### src/rtl/ppu_pkg.sv
//------------------------------------------------------------------------------
// Module      : ppu_pkg
// Description : Shared types, defaults and the palette mirror function.
// Revision    : 1.0
//------------------------------------------------------------------------------
`default_nettype none

package ppu_pkg;

  localparam int unsigned COLOR_W_DEF  = 6;
  localparam int unsigned PAL_BITS_DEF = 2;
  localparam int unsigned IDX_BITS_DEF = 2;
  localparam logic [5:0]  GRAY_MASK_DEF = 6'h30;

  // PPUMASK register bit positions
  localparam int unsigned PPUMASK_GRAY_BIT = 0;
  localparam int unsigned PPUMASK_EMPH_LSB = 5;

  typedef struct packed {
    logic                    sprite;
    logic [PAL_BITS_DEF-1:0] palette;
    logic [IDX_BITS_DEF-1:0] index;
  } pixel_info_t;

  // Index 0 of every sprite palette aliases onto the matching background entry.
  function automatic logic [7:0] mir(input logic [7:0] a,
                                     input int unsigned idx_bits,
                                     input int unsigned addr_w);
    logic [7:0] idx_mask;
    logic [7:0] res;
    idx_mask = 8'((9'd1 << idx_bits) - 9'd1);
    res      = a;
    if ((a & idx_mask) == 8'd0) begin
      res = a & ~(8'd1 << (addr_w - 1));
    end
    return res;
  endfunction

endpackage

`default_nettype wire

### src/rtl/palette_ram.sv
//------------------------------------------------------------------------------
// Module      : palette_ram
// Description : Palette register file, one write port, two async read ports.
// Revision    : 1.0
//------------------------------------------------------------------------------
`default_nettype none

module palette_ram #(
  parameter int unsigned ADDR_W  = 5,
  parameter int unsigned COLOR_W = 6,
  parameter int unsigned DEPTH   = 32
) (
  input  logic               clk,
  input  logic               reset,
  input  logic               we,
  input  logic [ADDR_W-1:0]  waddr,
  input  logic [COLOR_W-1:0] wdata,
  input  logic [ADDR_W-1:0]  craddr,
  output logic [COLOR_W-1:0] crdata,
  input  logic [ADDR_W-1:0]  praddr,
  output logic [COLOR_W-1:0] prdata
);

  logic [COLOR_W-1:0] mem_q [DEPTH];
  logic [COLOR_W-1:0] mem_d [DEPTH];

  always_comb begin
    mem_d = mem_q;
    if (we) begin
      mem_d[waddr] = wdata;
    end
  end

  always_ff @(posedge clk) begin
    if (reset) begin
      mem_q <= '{default: '0};
    end else begin
      mem_q <= mem_d;
    end
  end

  assign crdata = mem_q[craddr];
  assign prdata = mem_q[praddr];

endmodule

`default_nettype wire

### src/rtl/palette_lut.sv
//------------------------------------------------------------------------------
// Module      : palette_lut
// Description : CPU palette access plus 2-stage pixel colour lookup.
// Revision    : 1.0
//------------------------------------------------------------------------------
`default_nettype none

module palette_lut
  import ppu_pkg::*;
#(
  parameter  int unsigned        COLOR_W   = COLOR_W_DEF,
  parameter  int unsigned        PAL_BITS  = PAL_BITS_DEF,
  parameter  int unsigned        IDX_BITS  = IDX_BITS_DEF,
  parameter  logic [COLOR_W-1:0] GRAY_MASK = COLOR_W'(GRAY_MASK_DEF),
  localparam int unsigned        ADDR_W    = 1 + PAL_BITS + IDX_BITS,
  localparam int unsigned        DEPTH     = 2 ** ADDR_W
) (
  input  logic               clk,
  input  logic               reset,
  input  logic [ADDR_W-1:0]  addr,
  input  logic [7:0]         wdata,
  input  logic               write,
  input  logic               read,
  output logic [7:0]         rdata,
  input  logic               grayscale,
  input  logic [2:0]         emphasis,
  input  logic               override_en,
  input  logic [ADDR_W-1:0]  override_addr,
  input  logic               pix_valid_in,
  input  logic [ADDR_W-1:0]  pixel_info,
  output logic               pix_valid_out,
  output logic [COLOR_W-1:0] pixel_color,
  output logic [2:0]         pixel_emph
);

  logic [ADDR_W-1:0]  cpu_addr;
  logic [ADDR_W-1:0]  ra;
  logic [COLOR_W-1:0] cpu_color;
  logic [COLOR_W-1:0] pix_color;
  logic [COLOR_W-1:0] gray_and;
  logic               unused_wdata;

  logic [7:0]         rdata_q, rdata_d;
  logic               s1_valid_q, s1_valid_d;
  logic [ADDR_W-1:0]  s1_addr_q, s1_addr_d;
  logic [2:0]         s1_emph_q, s1_emph_d;
  logic               out_valid_q, out_valid_d;
  logic [COLOR_W-1:0] out_color_q, out_color_d;
  logic [2:0]         out_emph_q, out_emph_d;

  assign cpu_addr     = ADDR_W'(mir(8'(addr), IDX_BITS, ADDR_W));
  assign gray_and     = grayscale ? GRAY_MASK : '1;
  assign unused_wdata = ^wdata[7:COLOR_W];

  palette_ram #(
    .ADDR_W  (ADDR_W),
    .COLOR_W (COLOR_W),
    .DEPTH   (DEPTH)
  ) u_ram (
    .clk    (clk),
    .reset  (reset),
    .we     (write),
    .waddr  (cpu_addr),
    .wdata  (wdata[COLOR_W-1:0]),
    .craddr (cpu_addr),
    .crdata (cpu_color),
    .praddr (s1_addr_q),
    .prdata (pix_color)
  );

  // Transparent pixels collapse onto the universal backdrop at entry 0.
  always_comb begin
    ra = pixel_info;
    if (override_en) begin
      ra = ADDR_W'(mir(8'(override_addr), IDX_BITS, ADDR_W));
    end else if (pixel_info[IDX_BITS-1:0] == '0) begin
      ra = '0;
    end
  end

  always_comb begin
    rdata_d     = read ? 8'(cpu_color & gray_and) : rdata_q;
    s1_valid_d  = pix_valid_in;
    s1_addr_d   = ra;
    s1_emph_d   = emphasis;
    out_valid_d = s1_valid_q;
    out_color_d = pix_color & gray_and;
    out_emph_d  = s1_emph_q;
  end

  always_ff @(posedge clk) begin
    if (reset) begin
      rdata_q     <= '0;
      s1_valid_q  <= 1'b0;
      s1_addr_q   <= '0;
      s1_emph_q   <= '0;
      out_valid_q <= 1'b0;
      out_color_q <= '0;
      out_emph_q  <= '0;
    end else begin
      rdata_q     <= rdata_d;
      s1_valid_q  <= s1_valid_d;
      s1_addr_q   <= s1_addr_d;
      s1_emph_q   <= s1_emph_d;
      out_valid_q <= out_valid_d;
      out_color_q <= out_color_d;
      out_emph_q  <= out_emph_d;
    end
  end

  assign rdata         = rdata_q;
  assign pix_valid_out = out_valid_q;
  assign pixel_color   = out_color_q;
  assign pixel_emph    = out_emph_q;

endmodule

`default_nettype wire

### config.mk
export PLATFORM = sky130hd
export DESIGN_NAME = palette_lut
export DESIGN_NICKNAME = d
export VERILOG_FILES = /design/src/rtl/ppu_pkg.sv /design/src/rtl/palette_ram.sv /design/src/rtl/palette_lut.sv
export SDC_FILE = /design/constraint.sdc
export NUM_CORES = 1
export LEC_CHECK = 0
export CAP_MARGIN = 20
export CORE_ASPECT_RATIO = 0.8
export CORE_UTILIZATION = 35
export CTS_BUF_LIST = sky130_fd_sc_hd__clkbuf_16
export CTS_CLUSTER_DIAMETER = 100
export DETAILED_ROUTE_END_ITERATION = 6
export HOLD_SLACK_MARGIN = 0.02
export PLACE_DENSITY_LB_ADDON = 0.12
export SYNTH_ARGS = -nofsm -noshare
export SYNTH_HDL_FRONTEND = slang
export SYNTH_HIERARCHICAL = 1
export SYNTH_SLANG_ARGS = --single-unit
### constraint.sdc
create_clock -name clk -period 5.1 [get_ports clk]
set_input_delay 1.02 -clock clk [delete_from_list [all_inputs] [get_ports clk]]
set_output_delay 1.02 -clock clk [all_outputs]
set_load 0.03 [all_outputs]
==> flow_summary.toml, run 1 <==
[worst_setup_path]
r2r_setup_slack_ns = 2.14
crit_arrival_ns = 3.85
timing.rr.start = "s1_addr_q[1]$_SDFF_PP0_"
cp-end-kind = "flip-flop"
critPathKind = "input port to flip-flop"
cp-start-kind = "input port"
cp.required_ns = 5.50
crit_path_start = "addr[3]"
crit_fanout = 24

[yosys]
synth_fa_ha_area_frac = 0
synth_xor_area_frac = 0
yosysSeqAreaShare = 0.389
ys_types = 30
synth_top_family_by_area = "multiplexers"
synthArstFlopShare = 0
synthMuxAreaShare = 0.258
avgSynthCellArea_um2 = 9.74
synth_compound_area_frac = 0.177
synth_flop_cell = "dfxtp_1"
synth-simple-area-share = 0.120
yosys_warnings = 6
synth_edf_count = 0
syn-instance-count = 1147
syn_area_um2 = 11200
synth-seq-cells = 217

[clock_tree]
clock_path_buffers = 3
cts-buffers-inserted = 24
post_cts_buffers = 0
ctsHoldBuffers = 0
clk_latency_ns = 0.54
clkTransAtPathRegs_ns = 0.06
root_buffer = "clkbuf_16"
cts_resized = 0
cts_num_sinks = 217
cts_max_level = 1
cts_tree = "yes"

[power]
power_switching_mw = 1.01
seqPwrFrac = 0.468
max-vdd-ir-drop_mv = 0.222
cellPowerDensity_nw_per_um2 = 296
combinationalPowerShare = 0.097
p_leak_nw = 3.88
p_sw_frac = 0.272
p_int_mw = 2.71
power.share.clock = 0.436

[timing]
setup_viol_count_final = 0
skew_ns = 0.0113
finalSetupTns_ns = 0
finalHoldViolCount = 0
worst_slew_pin_slew_ns = 1.18
fin_crit_ns = 3.45
max_slew_margin = 0.213
grt_setup_unrepaired = "no"
fin_crit_sh = 0.677
max_freq_mhz = 290
finalMaxSlewViolations = 0

[route]
highest_layer = "met4"
avgRoutedWirePerCell_um = 24.4
vias = 9491
routed_wl_mm = 37.7
wl_met2_mm = 16.3
drt-initial-drc-count = 978
vias_per_cell = 6.14
dr.pass1.iters = 5
wl_met3_mm = 2.84
met1_length_mm = 17.7
remaining_drc_errors = 0
antenna_left = 0

[finish]
syn_to_final_growth_pct = 12.9
stdcell_count = 1547
fin_util = 0.401
layout.nets = 1142
n_antenna_cell = 0
drive_above_1_share = 0.199

[grt]
gr-total-overflow = 0
antenna_found_initial = 0
grtUsageTotal = 0.233
grt_pass1_vias = 9155
grt_max_degree = 123
grt_pass1_wl_mm = 58.7

[worst_hold_path]
hold_class = "flip-flop to flip-flop"
min-delay-start = "out_valid_d$_SDFF_PP0_"

[floorplan]
initial_core_util = 0.355
dieArea_um2 = 32600
ios = 51
coreArea_um2 = 31400
die_y_um = 162
fp.dieW_um = 202
rows = 58

[status]
status = "completed"

[placed_design]
dp.cells = 1502
place_hpwl_mm = 21.2
port_buffers = 46
globalplace.congestion = 0.766

[job]
max_cap_viol_count = 0
## synth_stat cells, types with 2 or more instances
library cell / count / area share
dfxtp_1: 217 / 0.39
a21oi_1: 199 / 0.089
nand3_1: 194 / 0.087
o21ai_0: 192 / 0.086
mux4_2: 120 / 0.24
clkbuf_1: 116 / 0.039
buf_1: 14 / 0.0047
nor2b_1: 13 / 0.0073
buf_2: 12 / 0.0054
mux2_2: 12 / 0.012
nand3b_1: 9 / 0.0060
nor2_1: 8 / 0.0027
buf_6: 6 / 0.0060
and3b_1: 5 / 0.0039
and2_1: 4 / 0.0022
mux2i_1: 4 / 0.0036
nor3b_1: 4 / 0.0027
or3b_2: 3 / 0.0024
and3_1: 2 / 0.0011
buf_4: 2 / 0.0013
nand2_1: 2 / 0.00067
## layout make-up
class / instances / area (um^2)
clock buffer: 25 / 626
clock inverter: 19 / 83.8
fill: 3098 / 18800
multi-input combinational: 781 / 6230
sequential: 217 / 4350
tap: 420 / 526
timing repair buffer: 85 / 792
## metrics by stage
stage               setup slack (ns)  total power, mW  instance area [um^2]  hold WS (ns)
CTS                             1.70             3.77                 12600         0.445
detailed placement              1.13             2.14                 11900         0.429
global route                    1.51             3.86                 12600         0.452
finish                          1.65             3.73                 12600         0.440
floorplan                       2.13             1.99                 11200         0.414
global placement                1.13             2.14                 11900         0.415
## cells by family (layout without fill, tap and decap cells)
logic type | Yosys count | count (layout)
compound gates | 393 | 393
buf+inv | 150 | 129
flops | 217 | 217
mux | 136 | 136
other cells | 1 | 2
simple gates | 250 | 250
## cells in the final DEF (no fill, tap or decap), types with 4 or more instances in the layout
cell type,count
nor2b_1,13
clkdlybuf4s50_1,43
o21ai_0,192
nand3_1,193
clkbuf_16,25
mux4_2,120
and2_1,4
a21oi_1,199
dfxtp_1,215
buf_4,36
nor2_1,8
nand3b_1,9
mux2i_1,4
nor3b_2,4
mux2_2,12
clkinv_2,10
clkinv_1,6
## worst max-delay path, stage by stage
cell	delay, ns
clkdlybuf4s50_1	1.25
nand3_1	1.01
o21ai_0	0.46
a21oi_1	0.11
## flip-flops by register name, summed over array words and instances, names as in the netlist
signal and count:
s1_addr_q 5, rdata 6, out_emph_d 3, pix_valid_out 1, out_valid_d 1, pixel_color 6
u_ram/mem_q 192, pixel_emph 3
## routing by layer
layer | global-route usage | vias up
li1 | - | 4249
met1 | 0.344 | 4816
met2 | 0.349 | 368
met3 | 0.0409 | 58
met4 | 0.0616 | 0
met5 | 0 | -
## power groups by stage
| stage | registers [mW] | logic, mW | clock network (mW) |
|---|---|---|---|
| 2_1_floorplan | 1.76 | 0.232 | 0 |
| 3_3_place_gp | 1.78 | 0.358 | 0 |
| 3_5_place_dp | 1.78 | 0.357 | 0 |
| 4_1_cts | 1.74 | 0.358 | 1.67 |
| 5_1_grt | 1.75 | 0.380 | 1.74 |
| 6_report | 1.74 | 0.360 | 1.62 |
## path summary, 6_finish.rpt
| path | to | cells past startpoint |
|---|---|---|
| min | pix_valid_out$_SDFF_PP0_ | 1 |
| max | u_ram/mem_q[0]$_SDFFE_PP0P_ | 4 |
| max reg2reg | pixel_color[0]$_SDFF_PP0_ | 5 |
| min reg2reg | pix_valid_out$_SDFF_PP0_ | 1 |
Note: power is estimated with default switching activity, not from simulation.
==> run 2: changes to the inputs <==
clock period = 3 ns   (was 5.1 ns; I/O delays follow)
==> run 2 against run 1 <==
  * Sequential cell count unchanged
  * Global-route usage decreased by 0.055 points
  * Cell count increased by 1.7%
  * Worst setup slack got worse by 1.0 ns
  * Largest power group unchanged
==> flow_summary.toml, run 2 (same netlist as run 1, synthesis figures left out) <==
[status]
status = "completed"

[worst_setup_path]
crit_end = "pixel_color[1]$_SDFF_PP0_"
r2r_end = "pixel_color[1]$_SDFF_PP0_"
crit_path_start = "s1_addr_q[2]$_SDFF_PP0_"
cp-start-kind = "flip-flop"
critPathKind = "flip-flop to flip-flop"
cp.required_ns = 3.41
timing.rr.start = "s1_addr_q[2]$_SDFF_PP0_"
r2r_setup_slack_ns = 0.62
cp-end-kind = "flip-flop"
crit_fanout = 48
reg2regPathDepth = 5
crit_arrival_ns = 2.79

[clock_tree]
cts_resized = 0
cts_tree = "yes"
clk_latency_ns = 0.53
root_buffer = "clkbuf_16"
clock_path_buffers = 3
cts_num_sinks = 217
ctsHoldBuffers = 0
post_cts_buffers = 0
cts-buffers-inserted = 25
clkTransAtPathRegs_ns = 0.06
cts_max_level = 1

[timing]
worst_slew_pin_slew_ns = 0.640
finalSetupTns_ns = 0
max_slew_margin = 0.573
finalHoldViolCount = 0
grt_setup_unrepaired = "no"
skew_ns = 0.00778
fin_crit_ns = 2.38
setup_viol_count_final = 0
max_freq_mhz = 420
holdWs_ns = 0.435
fin_crit_sh = 0.794
fin_ws_ns = 0.619
finalMaxSlewViolations = 0

[job]
max_cap_viol_count = 0

[worst_hold_path]
hold_class = "flip-flop to flip-flop"
min-delay-start = "out_emph_d[2]$_SDFF_PP0_"

[power]
max-vdd-ir-drop_mv = 0.350
p_leak_nw = 4.07
p_total_mw = 6.47
cellPowerDensity_nw_per_um2 = 498

[grt]
grtUsageTotal = 0.232
grt_max_degree = 73
grt_pass1_vias = 9086
grt_pass1_wl_mm = 58.7
gr-total-overflow = 0
antenna_found_initial = 1

[placed_design]
port_buffers = 46
globalplace.congestion = 0.768
pre_cts_slack_ns = 0.112
place_hpwl_mm = 22.2

[finish]
largest-register = "u_ram/mem_q"
drive_above_1_share = 0.215
syn_to_final_growth_pct = 16.3
most-common-layout-cells = "dfxtp_1 (215), a21oi_1 (199), nand3_1 (193), o21ai_0 (192), mux4_2 (120)"
fin_util = 0.413
fillers = 3090
final_common_cell = "dfxtp_1"
layout.nets = 1170
n_antenna_cell = 0
largest_reg_flops = 192

[floorplan]
initial_core_util = 0.355
fp.dieW_um = 202
coreArea_um2 = 31400
dieArea_um2 = 32600
die_y_um = 162
rows = 58
ios = 51

[route]
avgRoutedWirePerCell_um = 23.9
antenna_left = 0
routed_wl_mm = 37.6
vias = 9470
drt-initial-drc-count = 834
remaining_drc_errors = 0
dr.pass1.iters = 5
vias_per_cell = 6.02
==> run 2: changes by cell type in the layout (fill, tap and decap cells not counted) <==
cell       before  now
buf_12          3   16
clkinv_1        6    7
buf_8           1    0
inv_1           3    4
bufinv_16       0    1
buf_4          36   51
clkinv_2       10    5
inv_8           0    1
==> run 2: final cells by class <==
| type | instances | area [um^2] | share of cell area |
|---|---|---|---|
| Clock inverter | 18 | 108 | 0.00828 |
| Sequential cell | 217 | 4350 | 0.335 |
| Multi-Input combinational cell | 781 | 6230 | 0.480 |
| Timing Repair Buffer | 112 | 1150 | 0.0885 |
| Clock buffer | 25 | 626 | 0.0482 |
| Tap cell | 420 | 526 | 0.0405 |
==> run 2: per-stage QoR <==
step | area (um^2) | std cells
final | 13000 | 1573
after global routing | 13000 | 1573
after CTS | 13000 | 1573
after detailed placement | 12300 | 1530
after global placement | 12300 | 1530
after floorplan | 11200 | 1148
==> run 2: worst max-delay path: stages (launching register included) <==
cell	delay, ns
dfxtp_2	0.35
buf_12	0.33
mux4_2	0.56
mux4_2	0.50
mux2_2	0.33
and2_1	0.17
==> run 2: worst min-delay path by stage <==
stage,cells past startpoint,end,slack [ns]
2_1_floorplan,1,pix_valid_out$_SDFF_PP0_,0.41
3_3_place_gp,1,pixel_emph[0]$_SDFF_PP0_,0.42
3_5_place_dp,1,pixel_emph[2]$_SDFF_PP0_,0.42
4_1_cts,1,pixel_emph[2]$_SDFF_PP0_,0.44
5_1_grt,1,pixel_emph[2]$_SDFF_PP0_,0.46
6_report,1,pixel_emph[2]$_SDFF_PP0_,0.44
==> run 2: routing by layer <==
metal  global-route usage  wire [um]  share of wire  up-vias
met5                    0          0              0        -
met4               0.0441        580          0.015        0
met3               0.0385       2570          0.068       44
met2                0.354      16800           0.45      329
met1                0.346      17600           0.47     4786
li1                     -          -              -     4311
==> run 2: power breakdown <==
part | internal [mW] | leakage, nW | switching [mW]
registers | 2.91 | 1.75 | 0.0196
clock network | 1.59 | 0.380 | 1.26
logic | 0.243 | 1.94 | 0.449
total | 4.74 | 4.07 | 1.73
==> run 3: changes to the inputs <==
clock period = 2.2 ns   (was 3 ns; I/O delays follow)
==> run 3 against run 2 <==
  * The run now ends with setup timing left
  * Die area stayed put
  * Clock-buffer cell count stayed put
  * Cell count is 3.2% higher
  * Utilization is 2.2 points higher
  * Register-to-register slack worse by 0.70 ns
  * Via count is 3.3% higher
  * Worst setup slack worse by 0.70 ns
  * Sequential cell count stayed put
  * Global-route usage is 1.2 points higher
  * Largest cell class unchanged
  * First-iteration DRC count is 33% higher
==> flow_summary.toml, run 3 (same netlist as run 1, synthesis figures left out) <==
[placed_design]
pre_cts_slack_ns = -0.324
port_buffers = 46
globalplace.congestion = 0.789
placed_area_um2 = 12800
place_hpwl_mm = 24.1

[worst_setup_path]
r2r_end = "pixel_color[5]$_SDFF_PP0_"
reg2regPathDepth = 6
critPathKind = "flip-flop to flip-flop"
r2r_setup_slack_ns = -0.09
timing.rr.start = "s1_addr_q[1]$_SDFF_PP0_"
crit_arrival_ns = 2.66
cp-end-kind = "flip-flop"
cp.required_ns = 2.57
cp-start-kind = "flip-flop"
crit_fanout = 7

[clock_tree]
cts-buffers-inserted = 24
clk_latency_ns = 0.53
cts_tree = "yes"
cts_max_level = 1
clock_path_buffers = 3
root_buffer = "clkbuf_16"
cts_num_sinks = 217
clkTransAtPathRegs_ns = 0.06

[timing]
fin_crit_sh = 1.04
setup_viol_count_final = 7
skew_ns = 0.0123
max_freq_mhz = 438
holdWs_ns = 0.377
finalSetupTns_ns = -0.406
grt_setup_unrepaired = "yes"
fin_crit_ns = 2.29
fin_ws_ns = -0.0855
max_slew_margin = 0.547
finalHoldViolCount = 0
finalMaxSlewViolations = 0
worst_slew_pin_slew_ns = 0.679

[power]
max-vdd-ir-drop_mv = 0.446
cellPowerDensity_nw_per_um2 = 646
p_leak_nw = 4.40
p_total_mw = 8.83

[floorplan]
rows = 58
dieArea_um2 = 32600
initial_core_util = 0.355
ios = 51
die_y_um = 162
coreArea_um2 = 31400
fp.dieW_um = 202

[grt]
grt_pass1_wl_mm = 61.0
grt_max_degree = 71
gr-total-overflow = 0
grt_pass1_vias = 9345
antenna_found_initial = 1
grtUsageTotal = 0.244

[worst_hold_path]
whs_path_depth = 2
holdPathEnd = "rdata[3]$_SDFFE_PP0P_"
min-delay-start = "reset"
hold_class = "input port to flip-flop"

[route]
remaining_drc_errors = 0
antenna_left = 0
drt-initial-drc-count = 1106
dr.pass1.iters = 5
routed_wl_mm = 39.7
avgRoutedWirePerCell_um = 24.5
vias_per_cell = 6.03
vias = 9782

[status]
status = "complete, but fails checks"
violations = "setup timing"

[finish]
final_common_cell = "dfxtp_1"
syn_to_final_growth_pct = 22.4
largest-register = "u_ram/mem_q"
fin_area_um2 = 13700
drive_above_1_share = 0.247
most-common-layout-cells = "dfxtp_1 (215), a21oi_1 (199), nand3_1 (193), o21ai_0 (192), mux4_2 (120)"
fillers = 3007
layout.nets = 1219
largest_reg_flops = 192
n_antenna_cell = 0

[job]
max_cap_viol_count = 0
## run 3: worst max-delay path by stage
stage	end	startpoint	cells past startpoint	slack, ns
floorplan	rdata[4]$_SDFFE_PP0P_	addr[1]	8	-0.007
global placement	rdata[3]$_SDFFE_PP0P_	addr[0]	7	-0.33
detailed placement	rdata[2]$_SDFFE_PP0P_	addr[0]	7	-0.32
CTS	pixel_color[0]$_SDFF_PP0_	s1_addr_q[1]$_SDFF_PP0_	6	-0.08
global route	pixel_color[4]$_SDFF_PP0_	s1_addr_q[1]$_SDFF_PP0_	6	-0.11
finish	pixel_color[5]$_SDFF_PP0_	s1_addr_q[1]$_SDFF_PP0_	6	-0.09
## run 3: power breakdown
part | switching [mW] | internal (mW)
Clock | 1.68 | 2.03
Sequential | 0.0302 | 3.97
Combinational | 0.658 | 0.457
## run 3: what timing repair did
item,CTS,global route
gates cloned,3,0
hold endpoints to repair,0,0
setup endpoints to repair,6,6
hold buffers,0,0
buffers inserted,6,0
gates resized for setup,12,3
## run 3: area by class of cell
type	count	area [um^2]	share of cell area
flip-flops and latches	217	4350	0.318
clock inverters	18	71.3	0.00522
repair buffers	162	1840	0.134
clock buffers	25	626	0.0458
well taps	420	526	0.0384
multi-input cells	781	6260	0.458
## run 3: stage by stage
step                      utilization  cells
after floorplan                     -   1148
after global placement          0.406   1571
after detailed placement        0.406   1571
after CTS                       0.435   1623
after global routing            0.435   1623
final                           0.435   1623
## run 3: routing by layer
metal | vias up | routed length, um | global-route usage | part of all wire
met5 | - | 0 | 0 | 0
li1 | 4424 | - | - | -
met4 | 0 | 781 | 0.0572 | 0.020
met3 | 55 | 2940 | 0.0335 | 0.074
met2 | 391 | 17300 | 0.371 | 0.44
met1 | 4912 | 18700 | 0.365 | 0.47
## run 3: critical path, stage by stage (launching register included)
cell     delay [ns]
dfxtp_4        0.36
buf_12         0.15
buf_12         0.15
mux4_2         0.51
mux4_2         0.51
mux2_4         0.29
nor2b_4        0.15
